<file path="src/rtl/key_cond.sv">
// Push-button conditioner for the clock-setting keys: two-flop synchroniser,
// debounce paced by the 1 ms enable, press pulse and optional auto-repeat.
module key_cond #(
    parameter int              NKEY       = 3,
    parameter int              DEB_MS     = 20,
    parameter int              RPT_DLY_MS = 500,
    parameter int              RPT_MS     = 100,
    parameter logic [NKEY-1:0] RPT_MASK   = NKEY'(3'b011)
) (
    input  logic            CLK,
    input  logic            RSTN,
    input  logic            CE1,
    input  logic [NKEY-1:0] KEY_IN,
    output logic [NKEY-1:0] KEY_LVL,
    output logic [NKEY-1:0] KEY_PLS
);

    localparam int RPT_MAX = (RPT_DLY_MS > RPT_MS) ? RPT_DLY_MS : RPT_MS;
    localparam int DW      = $clog2(DEB_MS + 1);
    localparam int RW      = $clog2(RPT_MAX + 1);

    // Terminal values are one below the tick count: the terminal tick itself
    // is the one that fires, so the counter never reaches DEB_MS or RPT_*.
    localparam logic [DW-1:0] DEB_LAST     = DW'(DEB_MS - 1);
    localparam logic [RW-1:0] RPT_DLY_LAST = RW'(RPT_DLY_MS - 1);
    localparam logic [RW-1:0] RPT_LAST     = RW'(RPT_MS - 1);

    typedef enum logic [1:0] {
        IDLE,
        HELD,
        RPT
    } state_t;

    logic [NKEY-1:0] sync1;
    logic [NKEY-1:0] sync2;

    // NOTE: sequential state uses non-blocking assignments so every flop
    // samples the pre-edge value of its neighbours, as real hardware does.
    always_ff @(posedge CLK or negedge RSTN) begin
        if (!RSTN) begin
            sync1 <= '0;
            sync2 <= '0;
        end else begin
            sync1 <= KEY_IN;
            sync2 <= sync1;
        end
    end

    for (genvar k = 0; k < NKEY; k++) begin : g_key
        state_t        state;
        logic [DW-1:0] deb_cnt;
        logic [RW-1:0] rpt_cnt;
        logic          lvl;
        logic          pls;
        logic          s;
        logic          mismatch;
        logic          accept;
        logic          rpt_tick;

        assign s        = sync2[k];
        assign mismatch = s ^ lvl;
        assign accept   = CE1 && mismatch && (deb_cnt == DEB_LAST);
        // Repeat timing freezes on bouncing-low ticks instead of restarting.
        assign rpt_tick = CE1 && s && RPT_MASK[k];

        always_ff @(posedge CLK or negedge RSTN) begin
            if (!RSTN) begin
                state   <= IDLE;
                deb_cnt <= '0;
                rpt_cnt <= '0;
                lvl     <= 1'b0;
                pls     <= 1'b0;
            end else begin
                pls <= 1'b0;

                if (CE1) begin
                    if (!mismatch || accept) begin
                        deb_cnt <= '0;
                    end else begin
                        deb_cnt <= deb_cnt + 1'b1;
                    end
                    if (accept) begin
                        lvl <= ~lvl;
                    end
                end

                case (state)
                    IDLE: begin
                        if (accept) begin
                            pls     <= 1'b1;
                            rpt_cnt <= '0;
                            state   <= HELD;
                        end
                    end
                    HELD: begin
                        if (accept) begin
                            rpt_cnt <= '0;
                            state   <= IDLE;
                        end else if (rpt_tick) begin
                            if (rpt_cnt == RPT_DLY_LAST) begin
                                pls     <= 1'b1;
                                rpt_cnt <= '0;
                                state   <= RPT;
                            end else begin
                                rpt_cnt <= rpt_cnt + 1'b1;
                            end
                        end
                    end
                    RPT: begin
                        if (accept) begin
                            rpt_cnt <= '0;
                            state   <= IDLE;
                        end else if (rpt_tick) begin
                            if (rpt_cnt == RPT_LAST) begin
                                pls     <= 1'b1;
                                rpt_cnt <= '0;
                            end else begin
                                rpt_cnt <= rpt_cnt + 1'b1;
                            end
                        end
                    end
                    default: state <= IDLE;
                endcase
            end
        end

        assign KEY_LVL[k] = lvl;
        assign KEY_PLS[k] = pls;
    end

endmodule
</file>
<file path="config.mk">
export PLATFORM = sky130hd
export DESIGN_NAME = key_cond
export DESIGN_NICKNAME = d
export VERILOG_FILES = /design/src/rtl/key_cond.sv
export SDC_FILE = /design/constraint.sdc
export NUM_CORES = 1
export LEC_CHECK = 0
export ABC_AREA = 1
export CELL_PAD_IN_SITES_DETAIL_PLACEMENT = 1
export CELL_PAD_IN_SITES_GLOBAL_PLACEMENT = 1
export CORE_ASPECT_RATIO = 0.5
export CORE_MARGIN = 3
export CORE_UTILIZATION = 45
export DETAILED_ROUTE_END_ITERATION = 7
export MAX_ROUTING_LAYER = met4
export PLACE_DENSITY_LB_ADDON = 0.1
export SYNTH_ARGS = -nofsm -noshare
export SYNTH_HDL_FRONTEND = slang
export SYNTH_SLANG_ARGS = --single-unit
</file>
<file path="constraint.sdc">
create_clock -name CLK -period 1.9 [get_ports CLK]
set_clock_uncertainty 0.05 [all_clocks]
set_input_delay 0.38 -clock CLK [delete_from_list [all_inputs] [get_ports CLK]]
set_output_delay 0.38 -clock CLK [all_outputs]
set_load 0.03 [all_outputs]
</file>
==> metrics.cfg <==
[finish]
final_cells=493
nets=424
syn2layout_area_growth_pct=19.5
multi_input_area_um2=1450
regArea_um2=1250
layout-drive-gt1-share=0.146
postLayoutCellArea_um2=3490
nFillCells=788
n_antenna_cell=0

[clock_tree]
cts-root-buf=clkbuf_16
clk_pin_slew_ns=0.07
cts_tree=yes
cts.sinks=50
clockBufferDepth=2
cts_buffers=5
clk_latency_ns=0.29
cts.htree.levels=2

[sta]
rsz0062_at_grt=false
hold_ws_ns=0.301
post-route-period-util=0.960
worst_pin_slew_ns=0.441
setup_ws_ns=0.0767
maxSlewHeadroom=0.706
setup_viol=0
post-route-min-period_ns=1.82
slew_viol_final=0
fmax_ghz=0.548
hold_viol=0

[detailed_routing]
dr_total_vias=2439
drc=0
first_iter_violations=84
wl_per_cell_um=13.9
via_per_inst=4.95
dr.pass1.iters=4
drtAntennaViolNets=0
wirelength_mm=6.85

[placement]
hpwl_mm=5.18
placed_area_um2=3230
place_congestion=0.915
numPlacedInstances=481
port_buffers=11
dp_slack_ns=-0.285

[grt]
grtUsageTotal=0.204
overflow=0
grt_max_degree=22
grt_pass1_vias=2613
grt_pass1_wl_mm=12.2
antenna_found_initial=0

[pwr]
power_density_nw_per_um2=819
ir_drop_mv=0.286
power_leakage_uw=0.00179
total_power_uw=2860

[worst_hold_path]
hold_end=sync2[2]$_DFF_PN0_
hp-class=reg -> reg
hold_depth=0
hp-start=sync1[2]$_DFF_PN0_

[synth]
synth_cell_type_count=26
yosysWarnings=0
synth_nets=390
syn-cell-area_um2=2920
synth_cells=370
seq_area_frac_synth=0.429
synth-seq-cells=50
syn_area_per_cell_um2=7.89

[critical_path]
crit_buf_inv=1
rrSetupSlack_ns=0.15
cp.required_ns=1.47
path_max_fanout=3
max_stage_delay_ns=0.69
critPathCaptureType=output port
path_delay_family=buffers and inverters
crit_chain=clkdlybuf4s50_1
critical_path_class=reg -> out
crit_cells=1
worst_r2r_path_depth=11
cp.arrival_ns=1.39
crit-reg2reg-capture=g_key[0].rpt_cnt[7]$_DFFE_PN0P_
start_kind=register
slowest_stage=clkdlybuf4s50_1
timing.rr.start=g_key[0].deb_cnt[0]$_DFFE_PN0P_

[floorplan]
initial_utilization=0.472
rows=20
fp.coreArea_um2=6180
die-area_um2=7550
die_h_um=63.0
io_pins=12
die_x_um=120

[job]
drv_cap=0

[status]
outcome=finished clean

## per-stage QoR
step | setup TNS, ns | utilization
finish | 0 | 0.564
detailed placement | -6.59 | 0.523
CTS | 0 | 0.554
global route | 0 | 0.564
floorplan | 0 | -
global placement | -4.04 | 0.523
## per-layer routing
metal,up-vias,part of all wire,GRT usage
met5,-,0,-
met4,0,0.013,0.0399
met3,12,0.021,0.0461
met2,17,0.51,0.352
met1,1181,0.45,0.248
li1,1229,-,-
## logic make-up (layout without fill, tap and decap cells)
group                      count (synthesis)  in the layout  synth area share
AOI/OAI and AO/OA                         19             19            0.0454
xor gates and xnor gates                  21             21            0.0630
adders and majority gates                 14             14            0.0600
buffers and inverters                     60             95            0.0909
DFF                                       50             50             0.429
and+or+nand+nor                          206            206             0.312
## layout by cell type (no fill, tap or decap), types with 3 or more instances in the layout
cell type        instances
a21oi_1                  7
buf_4                   23
clkbuf_16                5
clkdlybuf4s50_1          9
dfrtp_1                 50
ha_1                    13
inv_1                   47
inv_2                    3
nand2_1                 97
nand2_2                  5
nand3_1                 38
nand4_1                 12
nor2_1                  38
nor2_4                   5
nor3_1                   5
o21ai_0                  3
o21ai_1                  4
xor2_1                  19
## cells in the mapped netlist, drive strengths merged
cell type | instances | area (um^2)
nand2 | 103 | 404
dfrtp | 50 | 1250
inv | 50 | 188
nor2 | 45 | 186
nand3 | 41 | 220
xor2 | 19 | 166
ha | 14 | 175
nand4 | 12 | 75.1
a21oi | 10 | 68.8
buf | 10 | 77.6
o21ai | 7 | 35.0
nor3 | 5 | 25.0
xnor2 | 2 | 17.5
o211ai | 1 | 21.3
o21bai | 1 | 7.51
## report_power, final
group / switching (uW) / internal (uW)
Clock: 391 / 617
Combinational: 348 / 253
Sequential: 93.2 / 1150
Total: 832 / 2020
## flip-flops by register name, summed over array words and instances (netlist names)
register       cells
g_key.pls          3
g_key.lvl          3
sync2              3
g_key.state        5
g_key.rpt_cnt     18
g_key.deb_cnt     15
sync1              3
## worst max-delay path by stage
stage | to | from | slack, ns
floorplan | g_key[0].rpt_cnt[8]$_DFFE_PN0P_ | g_key[0].state[1]$_DFFE_PN0P_ | 0.31
global placement | g_key[0].rpt_cnt[8]$_DFFE_PN0P_ | CE1 | -0.15
detailed placement | g_key[2].deb_cnt[2]$_DFFE_PN0P_ | CE1 | -0.28
CTS | g_key[2].deb_cnt[2]$_DFFE_PN0P_ | CE1 | 0.005
global route | g_key[1].rpt_cnt[0]$_DFFE_PN0P_ | g_key[1].deb_cnt[0]$_DFFE_PN0P_ | 0.003
finish | KEY_LVL[1] | g_key[1].lvl$_DFFE_PN0P_ | 0.08
## repair_timing
item | 4_1_cts | 5_1_grt
hold endpoints to repair | 14 | 0
pin swaps | 2 | 2
resized for setup | 0 | 14
setup endpoints to repair | 5 | 24
hold buffers | 1 | 0
setup buffers | 2 | 1
## cell type report
cell class | count | share of cell area
repair buffers | 37 | 0.0922
multi-input cells | 260 | 0.416
clock inverters | 3 | 0.0115
inverters | 50 | 0.0538
flip-flops and latches | 50 | 0.359
clock buffers | 5 | 0.0359
well taps | 88 | 0.0316
Note: power is estimated with default switching activity, not from simulation.
